==> src/rtl/alu_pkg.sv <==
// Shared opcode, flag-index and FSM-state definitions for the 4-bit ALU command issuer.
package alu_pkg;

    localparam logic [2:0] OPT_ADD = 3'b000;
    localparam logic [2:0] OPT_SUB = 3'b001;
    localparam logic [2:0] OPT_SLT = 3'b110;
    localparam logic [2:0] OPT_EQ  = 3'b111;

    // Bit positions inside the 5-bit {less, equal, carry, overflow, zero} flag vector
    localparam int FLAG_ZERO  = 0;
    localparam int FLAG_OVF   = 1;
    localparam int FLAG_CARRY = 2;
    localparam int FLAG_EQUAL = 3;
    localparam int FLAG_LESS  = 4;

    localparam logic [0:0] ST_IDLE = 1'b0;
    localparam logic [0:0] ST_EXEC = 1'b1;

    typedef struct packed {
        logic [3:0] result;
        logic [4:0] flags;
        logic       illegal;
    } rsp_entry_t;

    function automatic logic opt_uses_cin(input logic [2:0] opt);
        return (opt == OPT_SUB) || (opt == OPT_SLT) || (opt == OPT_EQ);
    endfunction

    function automatic logic opt_is_legal(input logic [2:0] opt);
        return (opt == OPT_ADD) || opt_uses_cin(opt);
    endfunction

endpackage

==> src/rtl/alu_core_4bits.sv <==
// Combinational 4-bit add/sub/compare datapath producing result, flags and illegal-opcode marker.
module alu_core_4bits
    import alu_pkg::*;
(
    input  logic [3:0] a,
    input  logic [3:0] b,
    input  logic [2:0] opt,
    output logic [3:0] result,
    output logic [4:0] flags,
    output logic       illegal
);

    logic       cin;
    logic [3:0] bx;
    logic [4:0] sum;
    logic       ovf;
    logic       zero;

    // Subtract-style opcodes invert B and inject a carry; illegal opcodes fall through as add
    always_comb begin
        cin     = opt_uses_cin(opt);
        bx      = b ^ {4{cin}};
        sum     = {1'b0, a} + {1'b0, bx} + {4'b0000, cin};
        ovf     = (a[3] == bx[3]) && (sum[3] != a[3]);
        zero    = (sum[3:0] == 4'd0);
        result  = sum[3:0];
        illegal = !opt_is_legal(opt);

        flags             = '0;
        flags[FLAG_ZERO]  = zero;
        flags[FLAG_OVF]   = ovf;
        flags[FLAG_CARRY] = sum[4];
        flags[FLAG_EQUAL] = (opt == OPT_EQ) && zero;
        flags[FLAG_LESS]  = (opt == OPT_SLT) && (ovf ^ sum[3]);
    end

endmodule

==> src/rtl/alu_cmd_issuer_4bits.sv <==
// Accepts ALU commands, executes them one per two cycles and queues responses in a small FIFO.
module alu_cmd_issuer_4bits
    import alu_pkg::*;
#(
    parameter int RSP_DEPTH = 2
) (
    input  logic       clk,
    input  logic       rst_n,
    input  logic       cmd_valid,
    output logic       cmd_ready,
    input  logic [3:0] cmd_a,
    input  logic [3:0] cmd_b,
    input  logic [2:0] cmd_opt,
    output logic       rsp_valid,
    input  logic       rsp_ready,
    output logic [3:0] rsp_result,
    output logic [4:0] rsp_flags,
    output logic       rsp_illegal,
    input  logic       clr_sticky,
    output logic       sticky_ovf,
    output logic [7:0] op_count
);

    localparam int PTR_W = (RSP_DEPTH > 1) ? $clog2(RSP_DEPTH) : 1;
    localparam logic [PTR_W:0] DEPTH_CNT = (PTR_W + 1)'(RSP_DEPTH);

    logic [0:0]       state;
    logic [3:0]       lat_a;
    logic [3:0]       lat_b;
    logic [2:0]       lat_opt;
    rsp_entry_t       fifo_mem [RSP_DEPTH];
    logic [PTR_W-1:0] wr_ptr;
    logic [PTR_W-1:0] rd_ptr;
    logic [PTR_W:0]   count;
    rsp_entry_t       exec_entry;
    rsp_entry_t       head;
    logic             push;
    logic             pop;
    logic             handshake;

    alu_core_4bits u_core (
        .a       (lat_a),
        .b       (lat_b),
        .opt     (lat_opt),
        .result  (exec_entry.result),
        .flags   (exec_entry.flags),
        .illegal (exec_entry.illegal)
    );

    // cmd_ready is gated by rst_n so nothing is accepted while reset is held
    assign cmd_ready = rst_n && (state == ST_IDLE) && (count < DEPTH_CNT);
    assign handshake = cmd_valid && cmd_ready;
    assign push      = (state == ST_EXEC);
    assign rsp_valid = (count != '0);
    assign pop       = rsp_valid && rsp_ready;

    assign head        = fifo_mem[rd_ptr];
    assign rsp_result  = head.result;
    assign rsp_flags   = head.flags;
    assign rsp_illegal = head.illegal;

    always_ff @(posedge clk or negedge rst_n) begin
        if (!rst_n) begin
            state   <= ST_IDLE;
            lat_a   <= '0;
            lat_b   <= '0;
            lat_opt <= '0;
        end else begin
            case (state)
                ST_IDLE: begin
                    if (handshake) begin
                        state   <= ST_EXEC;
                        lat_a   <= cmd_a;
                        lat_b   <= cmd_b;
                        lat_opt <= cmd_opt;
                    end
                end
                default: state <= ST_IDLE;
            endcase
        end
    end

    always_ff @(posedge clk) begin
        if (push) begin
            fifo_mem[wr_ptr] <= exec_entry;
        end
    end

    // Power-of-two depth lets the pointers wrap by plain overflow
    always_ff @(posedge clk or negedge rst_n) begin
        if (!rst_n) begin
            wr_ptr <= '0;
            rd_ptr <= '0;
            count  <= '0;
        end else begin
            if (push) begin
                wr_ptr <= wr_ptr + 1'b1;
            end
            if (pop) begin
                rd_ptr <= rd_ptr + 1'b1;
            end
            case ({push, pop})
                2'b10:   count <= count + 1'b1;
                2'b01:   count <= count - 1'b1;
                default: count <= count;
            endcase
        end
    end

    always_ff @(posedge clk or negedge rst_n) begin
        if (!rst_n) begin
            sticky_ovf <= 1'b0;
            op_count   <= '0;
        end else begin
            if (push && exec_entry.flags[FLAG_OVF]) begin
                sticky_ovf <= 1'b1;
            end else if (clr_sticky) begin
                sticky_ovf <= 1'b0;
            end
            if (push) begin
                op_count <= op_count + 8'd1;
            end
        end
    end

endmodule

==> config.mk <==
export PLATFORM = sky130hd
export DESIGN_NAME = alu_cmd_issuer_4bits
export DESIGN_NICKNAME = d
export VERILOG_FILES = /design/src/rtl/alu_pkg.sv /design/src/rtl/alu_core_4bits.sv /design/src/rtl/alu_cmd_issuer_4bits.sv
export SDC_FILE = /design/constraint.sdc
export NUM_CORES = 1
export LEC_CHECK = 0
export ABC_AREA = 1
export BUFFER_PORTS_ARGS = -buffer_cell sky130_fd_sc_hd__buf_2
export CORE_MARGIN = 2
export CORE_UTILIZATION = 50
export DETAILED_ROUTE_END_ITERATION = 10
export PLACE_DENSITY = 0.78
export SYNTH_ARGS = -nofsm -noshare
export SYNTH_HDL_FRONTEND = slang
export SYNTH_SLANG_ARGS = --single-unit
export TNS_END_PERCENT = 20
==> constraint.sdc <==
create_clock -name clk -period 2.8 [get_ports clk]
set_input_delay 0.28 -clock clk [delete_from_list [all_inputs] [get_ports clk]]
set_output_delay 0.28 -clock clk [all_outputs]
set_load 0.02 [all_outputs]
=== Word-level counts from Yosys, hierarchy flattened ===
Memory sizes are Yosys's and may differ from the RTL's.
Index checks and enable logic that the tools add are counted.

* Add/sub/neg operators: 7
* $lt $le $gt $ge: 1
* Eq/ne operators: 7
* Mux-type cells: 7
* Bitwise operators: 3
* Reductions and logical operators: 18

{| class="wikitable"
|+ Operators by type and width
! cell !! count
|-
| $add A8 B1 Y8 const B || 1
|-
| $logic_and A1 B1 Y1 || 8
|-
| $eq A3 B3 Y1 const B || 2
|-
| $mux W1 || 6
|-
| $reduce_bool A2 Y1 || 3
|-
| $add A4 B4 Y5 || 1
|-
| $add A5 B1 Y5 || 1
|-
| $logic_not A4 Y1 || 1
|-
| $pmux W2 S2 || 1
|-
| $xor A4 B4 Y4 || 1
|-
| $eq A3 B1 Y1 const B || 1
|-
| $logic_not A3 Y1 || 1
|-
| $logic_or A1 B1 Y1 || 3
|-
| $add A1 B1 Y1 const B || 2
|-
| $add A2 B1 Y2 const B || 1
|-
| $eq A2 B1 Y1 const B || 1
|-
| $eq A2 B2 Y1 const B || 1
|-
| $lt A2 B2 Y1 const B || 1
|-
| $reduce_and A2 Y1 || 1
|-
| $sub A2 B1 Y2 const B || 1
|-
| $eq A1 B1 Y1 || 1
|-
| $logic_not A1 Y1 || 1
|-
| $ne A1 B1 Y1 || 1
|-
| $not A1 Y1 || 1
|-
| $xor A1 B1 Y1 || 1
|}

* Bits in registers: 25
* RAM bits: 20
* Bits of input ports: 16
* Memories: 1

{| class="wikitable"
|+ Memories
! name !! words !! width !! read ports !! clocked after Yosys merged registers in !! write ports !! RTL line !! source
|-
| fifo_mem || 2 || 10 || 1 || 0 || 1 || alu_cmd_issuer_4bits.sv:31 || <nowiki>rsp_entry_t fifo_mem [RSP_DEPTH];</nowiki>
|}

=== Logic depth before layout (Yosys ltp) ===
* Depth in word-level cells: 10
* Mapped depth: 12
* Depth with buffers taken out: 12

=== Hierarchy ===
A second synthesis with hierarchy kept.

* Cells, all modules: 221
* Area, all modules: 2,127.0 um^2

{| class="wikitable"
|+ By module, submodules not included
! module !! times used !! cells an instance !! area each (um^2) !! seq. area each (um^2)
|-
| alu_cmd_issuer_4bits || 1 || 175 || 1,831.8 || 1,226.2
|-
| alu_core_4bits || 1 || 46 || 295.3 || 0.0
|}

=== Worst setup path after synthesis ===
Ideal clock, no wire load.

* Kind: register -> register
* Start point: register lat_opt[1]
* End point: memory fifo_mem[0][4] (netlist bit) (data pin)
* Setup time: 0.141 ns
* Arrival: 1.802 ns
* Data required time: 2.659 ns
* Path slack: 0.857 ns
* Stages on the path, launching flop included: 10
* Path buffers: 0
* Clock period less this slack: 1.943 ns
* Cell sequence: dfrtp_1 inv_2 nand2_2 nand3_4 xnor2_1 fa_1 or2_1 nor2_2 nand3_2 nor2_2

{| class="wikitable"
|+ RTL lines
! what !! RTL line !! source
|-
| start, declared || alu_cmd_issuer_4bits.sv:30 || <nowiki>logic [2:0] lat_opt;</nowiki>
|-
| start signal, assigned || alu_cmd_issuer_4bits.sv:75 || <nowiki>lat_opt <= cmd_opt;</nowiki>
|-
| end, declared || alu_cmd_issuer_4bits.sv:31 ||
|}

==> impl_metrics.toml <==
[worst_setup_path]
worst_r2r_endpoint = "fifo_mem[1][4]"
timing.critical_path.fanout_max = 5
cp_cell_sequence = "inv_2 -> nand2_2 -> nand3_4 -> xnor2_1 -> fa_1 -> or2_1 -> nor2_2 -> nand3_2 -> nor2_2"
critical_path_arrival_ns = 2.22
cpLargestDelayFamily = "simple AND/OR/NAND/NOR gates"
cells_on_worst_reg2reg_path = 9
reg2reg_slack_ns = 0.74
kind_of_launch_point_of_the_worst_setup_path = "flop"
criticalPathCategory = "flop to flop"
critPathRequiredTime_ns = 2.96
crit-reg2reg-launch = "lat_opt[1]"
critPathBufInv = 1
crit_top_cell = "nor2_2"
cpPeakStageDelay_ns = 0.49
worst_setup_path_end_kind = "flop"
crit_slowest_cell = "fa_1"

[routing]
route.detailed.vias_per_inst = 4.690
route.vias.total = 1379
postRouteAntennaNets = 0
wl_per_cell_microns = 11.49
finalWirelength_mm = 3.377
drt_pass1_iterations = 4
dr.first_iter.drc_count = 86
drcViolationCount = 0

[timing]
min_period_over_period = 0.7365
maxSlewViolCount = 0
final_critical_path_setup_slack_ns = 0.7377
count_of_endpoints_failing_hold_in_the_final_timing_report = 0
maxSlewHeadroom = 0.4723
post-route-min-period_ns = 2.062
worst_clock_skew_ns = 0.008020
report.final.setup_viol = 0
final.hold.worst_slack_ns = 0.1723
total_neg_setup_slack_ns = 0
timing.fmax_mhz = 484.9
measured_slew_at_the_worst_slew_check_pin_ns = 0.7887
rsz0062_at_grt = "no"

[floorplan]
floorplan.die_area_sq_um = 4722
boundaryPins = 37
start_util = 0.5199
die_height_microns = 68.72
die_boundary_width_microns = 68.72
placement_rows = 23
placeableCoreArea_sq_um = 4029

[logic_synthesis]
postSynth.topFlopCell = "dfrtp_1"
avgSynthCellArea_sq_um = 10.37
post_synth_inst_count = 202
number_of_enable_type_register_cells_in_the_synthesized_netlist = 20
ys.warnings.count = 0
synth_area_sq_um = 2095
yosys_register_bits = 45
postSynthNetCount = 225
post_synth_arst_share = 0.5556
sequential_area_share_after_synthesis = 0.5854
post_synth_num_cell_types = 30

[global_route]
grt_pass1_wl_mm = 5.699
grt_max_degree = 26
grt_use_total = 0.1699
overflow = 0
grt_antenna_before_repair = 0
grt_pass1_vias = 1270

[final_layout]
layout-area-overhead-vs-synth_pct = 16.91
final_nets = 266
layout-drive-gt1-share = 0.2664
layoutNonFillerInstCount = 294
mostFrequentLayoutCell = "nand2_1"
final_util = 0.6078
fin_area_sq_um = 2449
antennaDiodeCount = 0
commonest_cells_after_routing_fill_and_taps_aside = "nand2_1 (75), buf_2 (36), dfrtp_1 (25)"

[place]
dp_hpwl_mm = 2.526
io_buffers = 36
placed_cells_incl_taps = 285
total_placed_instance_area_sq_um = 2318
routabilityCongestion = 0.7833
pre_cts_ws_ns = 0.7296

[power_and_ir_drop]
leakage_nw = 1.212
power-per-cell-area_nw_per_um2 = 1319
fin_total_pwr_mw = 3.230
vdd_drop_max_mv = 0.7076

[clocking]
max-clock-path-buffers = 2
cts.sink_count = 45
total_setup_buffers_inserted_after_cts = 0
cts_resized = 0
cts_tree = "built"
clk_pin_slew_ns = 0.08
tritoncts.num_buffers = 5
later_pin_clock_latency_in_the_skew_report_ns = 0.30
cts_htree_levels = 2
clk_root_buffer_cell = "clkbuf_8"

[flow_run]
cap_violations = 0

[min_path]
number_of_stages_on_the_worst_hold_path = 3
hold_path_class = "input pin to flop"
hold-path-endpoint = "lat_b[1]"
worst_hold_startpoint = "cmd_b[1]"

[run_status]
outcome = "finished, final reports clean"
[final cells by class]
cell class	count	area, sq um
clock buffers	6	82.58
repair buffers	38	197.7
well taps	50	62.56
flip-flops and latches	45	1226
inverters	18	70.07
clock inverters	2	37.54
multi-input cells	135	772.0
fillers	352	1580
[worst reg2reg max path: cells and delay by family, from the launching register on]
family / cells / cell delay (ns)
DFF: 1 / 0.39
xor gates and xnor gates: 1 / 0.25
buffers and inverters: 1 / 0.07
and+or+nand+nor: 6 / 0.71
adders and majority gates: 1 / 0.49
[state kept, by name, indices dropped and copies added (netlist names)]
signal      flops
count           2
fifo_mem       20
lat_a           4
lat_b           4
lat_opt         3
op_count        8
push            1
rd_ptr          1
sticky_ovf      1
wr_ptr          1
[kinds of logic (layout without fill, tap and decap cells)]
logic type,count (synthesis),count (layout),share of synthesized area
fa+ha+maj,7,7,0.04540
buf+inv,22,64,0.04600
xor+xnor,15,15,0.06273
simple gates,101,101,0.2294
compound gates,12,12,0.03107
flops,45,45,0.5854
[per-layer routing]
metal	GRT usage	up-vias	wire length (microns)
met3	0.04383	7	122
met2	0.2656	24	1563
met4	0.08824	0	78
met1	0.2186	629	1612
met5	0	-	0
li1	-	719	-
[synthesized netlist by cell type, types with 2 or more instances]
library cell,instances,share of area
ha_1,6,0.036
o21ai_0,6,0.014
nand3_4,2,0.017
inv_1,15,0.027
nand3_2,2,0.0096
dfrtp_1,25,0.30
nand2_1,75,0.13
nand4_1,2,0.0060
edfxtp_1,20,0.29
xnor2_1,7,0.029
nor2_2,2,0.0060
xor2_1,8,0.033
clkbuf_1,2,0.0036
inv_2,2,0.0036
nand2_2,6,0.018
nand3_1,2,0.0048
a21oi_1,4,0.0096
nor2_1,4,0.0072
[how the worst max path moves through the flow]
stage	slack [ns]	to	cells after the start	start
2_1_floorplan	0.86	fifo_mem[0][4]	9	lat_opt[1]
3_3_place_gp	0.80	fifo_mem[0][4]	9	lat_opt[1]
3_5_place_dp	0.73	fifo_mem[0][4]	9	lat_opt[1]
4_1_cts	0.71	fifo_mem[1][4]	9	lat_opt[1]
5_1_grt	0.53	fifo_mem[1][2]	10	lat_opt[1]
6_report	0.74	fifo_mem[1][4]	9	lat_opt[1]
[where the power goes]
part           switching [mW]  internal, mW  leakage, nW
clock network           0.217         0.290       0.0574
logic                   0.971         0.564        0.655
registers               0.159          1.03        0.500
[repair_timing]
item | in CTS | in global routing
hold buffers | 1 | 0
endpoints found under the setup margin | 0 | 0
endpoints found under the hold margin | 25 | 0
Note: power is estimated with default switching activity, not from simulation.
